===== src/rtl/matmul_pkg.sv =====
// Shared definitions for the matmul PE family: message kinds and the
// widened, optionally saturating accumulate.
package matmul_pkg;

   localparam int KIND_W = 2;

   typedef enum logic [KIND_W-1:0] {
      KIND_ACT    = 2'd0,
      KIND_WEIGHT = 2'd1,
      KIND_CLEAR  = 2'd2
   } msg_kind_e;

   // One extra bit of headroom detects overflow of an acc_w-bit sum.
   // Valid for acc_w <= 63.
   function automatic logic [63:0] sat_add(input logic [63:0] a,
                                           input logic [63:0] b,
                                           input int          acc_w,
                                           input bit          sat_en);
      logic [64:0] sum;
      logic [64:0] lim;
      sum = {1'b0, a} + {1'b0, b};
      lim = (65'd1 << acc_w) - 65'd1;
      if (sat_en && (sum > lim)) sum = lim;
      sum = sum & lim;
      return sum[63:0];
   endfunction

endpackage


===== src/rtl/pe_weight_bank.sv =====
// Stationary weight store: circular write pointer for loading, read pointer
// that rotates over the weights actually held.
module pe_weight_bank
   import matmul_pkg::*;
#(
   parameter int DATA_W      = 8,
   parameter int NUM_WEIGHTS = 4,
   parameter int CNT_W       = $clog2(NUM_WEIGHTS+1)
) (
   input  logic              clk,
   input  logic              rst_n,
   input  logic              push,
   input  logic [DATA_W-1:0] push_data,
   input  logic              clear,
   input  logic              advance,
   output logic [DATA_W-1:0] rd_data,
   output logic              full,
   output logic              empty,
   output logic [CNT_W-1:0]  count
);

   localparam int PTR_W = (NUM_WEIGHTS > 1) ? $clog2(NUM_WEIGHTS) : 1;

   logic [DATA_W-1:0] bank [NUM_WEIGHTS];
   logic [PTR_W-1:0]  wr_ptr;
   logic [PTR_W-1:0]  rd_ptr;

   assign full    = (count == CNT_W'(NUM_WEIGHTS));
   assign empty   = (count == '0);
   // An empty bank contributes a zero weight so part_prod passes through.
   assign rd_data = empty ? '0 : bank[rd_ptr];

   // Pointer/count bookkeeping; clear wins over everything else.
   always_ff @(posedge clk or negedge rst_n) begin
      if (!rst_n) begin
         wr_ptr <= '0;
         rd_ptr <= '0;
         count  <= '0;
      end else if (clear) begin
         wr_ptr <= '0;
         rd_ptr <= '0;
         count  <= '0;
      end else begin
         if (push && !full) begin
            wr_ptr <= (wr_ptr == PTR_W'(NUM_WEIGHTS-1)) ? '0 : wr_ptr + PTR_W'(1);
            count  <= count + CNT_W'(1);
         end
         if (advance && !empty)
            rd_ptr <= ((CNT_W'(rd_ptr) + CNT_W'(1)) == count) ? '0 : rd_ptr + PTR_W'(1);
      end
   end

   // Weight storage; reset wipes stale weights so nothing survives a reset.
   always_ff @(posedge clk or negedge rst_n) begin
      if (!rst_n) begin
         for (int i = 0; i < NUM_WEIGHTS; i++) bank[i] <= '0;
      end else if (push && !full && !clear) begin
         bank[wr_ptr] <= push_data;
      end
   end

endmodule


===== src/rtl/pe_multi_weight.sv =====
// Systolic PE with a multi-weight stationary bank. Activations and surplus
// weights flow east, partial products flow south, all via val/rdy.
module pe_multi_weight
   import matmul_pkg::*;
#(
   parameter int DATA_W      = 8,
   parameter int ACC_W       = 16,
   parameter int NUM_WEIGHTS = 4,
   parameter int SAT_EN      = 1
) (
   input  logic                             i_clk,
   input  logic                             i_rst_n,
   input  logic [ACC_W-1:0]                 i_part_prod_recv,
   input  logic                             i_part_prod_recv_val,
   output logic                             o_part_prod_recv_rdy,
   input  logic [KIND_W+DATA_W-1:0]         i_msg_recv,
   input  logic                             i_msg_recv_val,
   output logic                             o_msg_recv_rdy,
   output logic [ACC_W-1:0]                 o_part_prod_send,
   output logic                             o_part_prod_send_val,
   input  logic                             i_part_prod_send_rdy,
   output logic [KIND_W+DATA_W-1:0]         o_msg_send,
   output logic                             o_msg_send_val,
   input  logic                             i_msg_send_rdy,
   output logic [$clog2(NUM_WEIGHTS+1)-1:0] o_weight_count
);

   localparam int CNT_W = $clog2(NUM_WEIGHTS+1);

   typedef struct packed {
      logic [KIND_W-1:0] kind;
      logic [DATA_W-1:0] data;
   } msg_t;

   msg_t              msg_in;
   logic              is_act, is_weight, is_clear;
   logic              msg_free, pp_free;
   logic              act_fire, msg_acc, fwd;
   logic              push, clear, advance;
   logic              full, empty;
   logic [DATA_W-1:0] weight;
   logic [2*DATA_W-1:0] prod;
   logic [63:0]       sum64;
   logic [ACC_W-1:0]  result;

   assign msg_in    = msg_t'(i_msg_recv);
   assign is_act    = (msg_in.kind == KIND_ACT);
   assign is_weight = (msg_in.kind == KIND_WEIGHT);
   assign is_clear  = (msg_in.kind == KIND_CLEAR);

   // Output slot can take new data if empty or draining this edge.
   assign msg_free = !o_msg_send_val | i_msg_send_rdy;
   assign pp_free  = !o_part_prod_send_val | i_part_prod_send_rdy;

   // ACT consumes both inputs atomically, so both rdys share one condition.
   assign act_fire = is_act & i_msg_recv_val & i_part_prod_recv_val & msg_free & pp_free;

   // Per-kind west readiness; reserved kind is always swallowed.
   always_comb begin
      o_msg_recv_rdy = 1'b1;
      if (is_act)                 o_msg_recv_rdy = act_fire;
      else if (is_weight && full) o_msg_recv_rdy = msg_free;
      else if (is_clear)          o_msg_recv_rdy = msg_free;
      o_msg_recv_rdy = o_msg_recv_rdy & i_rst_n;
   end

   assign o_part_prod_recv_rdy = act_fire & i_rst_n;

   assign msg_acc = i_msg_recv_val & o_msg_recv_rdy;
   assign fwd     = msg_acc & (is_act | is_clear | (is_weight & full));
   assign push    = msg_acc & is_weight & !full;
   assign clear   = msg_acc & is_clear;
   assign advance = msg_acc & is_act;

   pe_weight_bank #(
      .DATA_W      (DATA_W),
      .NUM_WEIGHTS (NUM_WEIGHTS),
      .CNT_W       (CNT_W)
   ) u_bank (
      .clk       (i_clk),
      .rst_n     (i_rst_n),
      .push      (push),
      .push_data (msg_in.data),
      .clear     (clear),
      .advance   (advance),
      .rd_data   (weight),
      .full      (full),
      .empty     (empty),
      .count     (o_weight_count)
   );

   assign prod   = weight * msg_in.data;
   assign sum64  = sat_add(64'(i_part_prod_recv), 64'(prod), ACC_W, SAT_EN != 0);
   assign result = sum64[ACC_W-1:0];

   // East output register: load on forward, otherwise drop valid once taken.
   always_ff @(posedge i_clk or negedge i_rst_n) begin
      if (!i_rst_n) begin
         o_msg_send_val <= 1'b0;
         o_msg_send     <= '0;
      end else if (fwd) begin
         o_msg_send_val <= 1'b1;
         o_msg_send     <= i_msg_recv;
      end else if (i_msg_send_rdy) begin
         o_msg_send_val <= 1'b0;
      end
   end

   // South output register: load the MAC result on ACT fire.
   always_ff @(posedge i_clk or negedge i_rst_n) begin
      if (!i_rst_n) begin
         o_part_prod_send_val <= 1'b0;
         o_part_prod_send     <= '0;
      end else if (act_fire) begin
         o_part_prod_send_val <= 1'b1;
         o_part_prod_send     <= result;
      end else if (i_part_prod_send_rdy) begin
         o_part_prod_send_val <= 1'b0;
      end
   end

endmodule

===== config.mk =====
export PLATFORM = sky130hd
export DESIGN_NAME = pe_multi_weight
export DESIGN_NICKNAME = d
export VERILOG_FILES = /design/src/rtl/matmul_pkg.sv /design/src/rtl/pe_weight_bank.sv /design/src/rtl/pe_multi_weight.sv
export SDC_FILE = /design/constraint.sdc
export NUM_CORES = 1
export LEC_CHECK = 0
export CAP_MARGIN = 20
export CORE_MARGIN = 4
export CORE_UTILIZATION = 55
export DETAILED_ROUTE_END_ITERATION = 16
export DONT_BUFFER_PORTS = 1
export PLACE_DENSITY = 0.73
export SLEW_MARGIN = 20
export SYNTH_ARGS = -nofsm -noshare
export SYNTH_HDL_FRONTEND = slang
export SYNTH_SLANG_ARGS = --single-unit

===== constraint.sdc =====
create_clock -name i_clk -period 5.4 [get_ports i_clk]
set_clock_uncertainty 0.1 [all_clocks]
set_input_delay 1.08 -clock i_clk [delete_from_list [all_inputs] [get_ports i_clk]]
set_output_delay 1.08 -clock i_clk [all_outputs]
set_load 0.005 [all_outputs]

==> summary.md <==
| Metric | Value |
|---|---|
| Status | `complete, no violations` |
| CTS Hold Bufs | `0` |
| Crit path cell chain | `buf_12 > mux4_2 > nor2b_4 > buf_6 > nand2_1 > fa_1 > inv_1 > fa_1 > fa_1 > inv_1 > fa_1 > inv_1 > ha_2 > a21oi_2 > o21ai_2 > a211o_1 > o22ai_2 > mux2_4 > clkbuf_16 > o22a_1` |
| Fillers | `751` |
| Top Family by Delay on Critical Path | `adder cells` |
| Multiplexer area fraction after synthesis | `12.3%` |
| Site row count | `36` |
| Startpoint Class | `flop` |
| Final-report setup violation count | `0` |
| Clk buf depth | `2` |
| GRT Residual Overflow | `0` |
| Area of the multi-input gates | `3840 µm²` |
| Ys Warns | `0` |
| Synth Area in Simple Gates | `12.8%` |
| H-tree Lvls | `3` |
| Synth Area in Compound Gates | `8.35%` |
| CTS tree | `yes` |
| Critical path data arrival time | `5.41 ns` |
| Max stage delay on crit path | `0.54 ns` |
| DR vias/cell | `5.54` |
| Final wirelength | `12.3 mm` |
| Nets@finish | `699` |
| Initial DRC count | `196` |
| Share of cells above drive strength 1 | `27.9%` |
| Synth Register Bits | `67` |
| Minimum clock period | `5.28 ns` |
| R2R Path Start | `u_bank.rd_ptr[0]$_DFFE_PN0P_` |
| Synth Instances | `539` |
| I/O pins | `65` |
| Clk slew on worst S/H paths | `0.08 ns` |
| Routed Antenna Nets | `0` |
| Clk sinks | `67` |
| Hold Path Class | `in2async` |
| Clock root buffer | `clkbuf_8` |
| Number of global-route vias before repair | `4263` |
| Core Footprint | `9950 µm²` |
| Die Y | `110 µm` |
| Tot GR Track Use | `21.2%` |
| Final core utilization | `66.3%` |
| Register Area | `1680 µm²` |
| FF-to-FF setup slack | `0.12 ns` |
| Max Cap Viol | `0` |
| Die X | `110 µm` |
| Placer congestion estimate | `0.875` |
| Vias | `3933` |
| Ant. Diodes | `0` |
| Clk_lat worst skew | `0.35 ns` |
| Distinct cells, synth | `56` |
| Post-synth EDFFs | `0` |
| Area Growth Syn to Fin | `15.6%` |
| Synth Cell Area | `5710 µm²` |
| Seq/Total Area, Yosys | `29.4%` |
| First-pass GRT wire length | `19.9 mm` |
| DRT Pass-1 Iters | `4` |
| Routed len/inst | `17.4 µm` |
| XOR/XNOR share of the synthesized area | `1.69%` |
| Final worst path period share | `97.8%` |
| Relative slew slack | `70.9%` |
| Worst R2R Path Depth | `20` |
| Main combinational cell family by area after synthesis | `adder cells` |
| DP Worst Slack | `-0.358 ns` |
| Initial core utilization | `57.3%` |
| TritonCTS Buffers | `9` |
| RR Endpoint | `o_part_prod_send[4]$_DFFE_PN0P_` |
| Largest net degree at the start of global routing | `71` |
| Fin worst setup slack | `0.119 ns` |
| Crit-path slowest cell | `fa_1` |
| Final HPWL DP | `9.18 mm` |
| CP Buf/Inv Count | `6` |
| Worst Path Required | `5.53 ns` |
| Critical path class | `reg2reg` |
| Most used cell, CP | `fa_1` |
| Syn nets | `665` |
| Async set or reset register ratio after synthesis | `100%` |
| Post-Synth Adder-Cell Area | `27.3%` |
| Initial antenna violation count | `0` |
| Final setup TNS | `0 ns` |
| Area of the die | `12100 µm²` |
| Pins Over Slew Limit | `0` |
| Crit end category | `flop` |
| Synth Flop Type | `dfrtp_1` |
| Fmax | `189 MHz` |
| Placed cell count | `682` |
| Layout Cells excl Fill | `710` |
| Critical-path maximum fanout | `8` |
| DR DRC count | `0` |
| Mean area per synthesized cell | `10.6 µm²` |
| Hold Fails Final Rpt | `0` |
| Port Buffers | `0` |
| Worst slew pin tran | `0.432 ns` |
[routing by layer]
layer	track usage (%)	wire length, µm
met5	0	0
met4	5.88	170
met3	4.64	617
met2	37.5	6630
met1	26.1	4920
[worst max path at each step]
stage | from | to | depth (start not counted) | slack (ns)
2_1_floorplan | u_bank.rd_ptr[0]$_DFFE_PN0P_ | o_part_prod_send[15]$_DFFE_PN0P_ | 18 | 0.03
4_1_cts | u_bank.rd_ptr[0]$_DFFE_PN0P_ | o_part_prod_send[15]$_DFFE_PN0P_ | 17 | 0.0009
6_report | u_bank.rd_ptr[0]$_DFFE_PN0P_ | o_part_prod_send[4]$_DFFE_PN0P_ | 20 | 0.12
3_3_place_gp | u_bank.count[0]$_DFFE_PN0P_ | o_part_prod_send[15]$_DFFE_PN0P_ | 18 | -0.19
5_1_grt | u_bank.count[0]$_DFFE_PN0P_ | o_part_prod_send[4]$_DFFE_PN0P_ | 22 | -0.02
3_5_place_dp | u_bank.count[0]$_DFFE_PN0P_ | o_part_prod_send[15]$_DFFE_PN0P_ | 18 | -0.36
[cells by family (layout without fill, tap and decap cells)]
group | Yosys count | count (layout)
simple gates | 130 | 130
buf+inv | 121 | 159
fa+ha+maj | 94 | 94
flops | 67 | 67
compound gates | 64 | 64
mux | 52 | 52
xor+xnor | 11 | 11
[state kept, by name, indices dropped and copies added (netlist names)]
signal,flops
o_part_prod_send_val,1
u_bank.wr_ptr,2
u_bank.bank,32
u_bank.count,3
o_msg_send_val,1
u_bank.rd_ptr,2
o_part_prod_send,16
o_msg_send,10
[cell usage after synthesis (6+ instances only)]
master / number / share of area (%)
nand2_1: 41 / 2.7
o21ai_0: 10 / 0.88
mux4_2: 8 / 3.2
a21oi_1: 11 / 0.96
ha_1: 43 / 9.4
xnor2_1: 6 / 0.92
mux2_2: 32 / 6.3
mux2_4: 8 / 2.1
dfrtp_1: 67 / 29
and2_1: 36 / 3.9
inv_1: 105 / 6.9
nor2_1: 13 / 0.86
nor2b_1: 10 / 1.1
fa_1: 51 / 18
clkbuf_1: 13 / 0.86
o22a_1: 15 / 2.3
a21o_1: 8 / 1.1
[final cells by class]
type                    count  share of cell area (%)
well taps                 133                    2.52
repair buffers             39                    5.31
flip-flops and latches     67                    25.4
multi-input cells         351                    58.2
clock buffers               9                    1.88
clock inverters             6                   0.626
inverters                 105                    5.98
[cell usage in the layout (no fill, tap or decap), types with 3 or more instances in the layout]
| master | n |
|---|---|
| a21o_1 | 8 |
| a21oi_1 | 8 |
| a21oi_2 | 3 |
| and2_1 | 32 |
| and2_4 | 5 |
| buf_4 | 32 |
| buf_6 | 4 |
| clkbuf_8 | 9 |
| clkinvlp_4 | 3 |
| dfrtp_1 | 66 |
| fa_1 | 47 |
| fa_2 | 4 |
| ha_1 | 30 |
| ha_2 | 4 |
| ha_4 | 9 |
| inv_1 | 102 |
| inv_2 | 3 |
| mux2_2 | 32 |
| mux2_4 | 8 |
| mux4_2 | 8 |
| nand2_1 | 39 |
| nand2_4 | 4 |
| nand3_1 | 4 |
| nor2_1 | 12 |
| nor2b_4 | 9 |
| o21ai_0 | 7 |
| o21ai_2 | 4 |
| o22a_1 | 15 |
| xnor2_1 | 6 |
| xor2_1 | 5 |
[metrics by stage]
step                hold WS, ns  instance area [µm²]
finish                    0.319                 6600
global placement          0.370                 6070
detailed placement        0.380                 6070
floorplan                 0.359                 5760
CTS                       0.298                 6300
global route              0.293                 6600
[repair_timing]
item                                    in CTS  in global routing
gates cloned                                 0                  1
resized for setup                           16                 42
buffers inserted                             1                 11
endpoints found under the setup margin      16                 16
pin swaps                                    5                 28
Power is left out: the tool's default activity adds up to more than one toggle a clock period on the data nets, which glitch-free logic cannot reach.
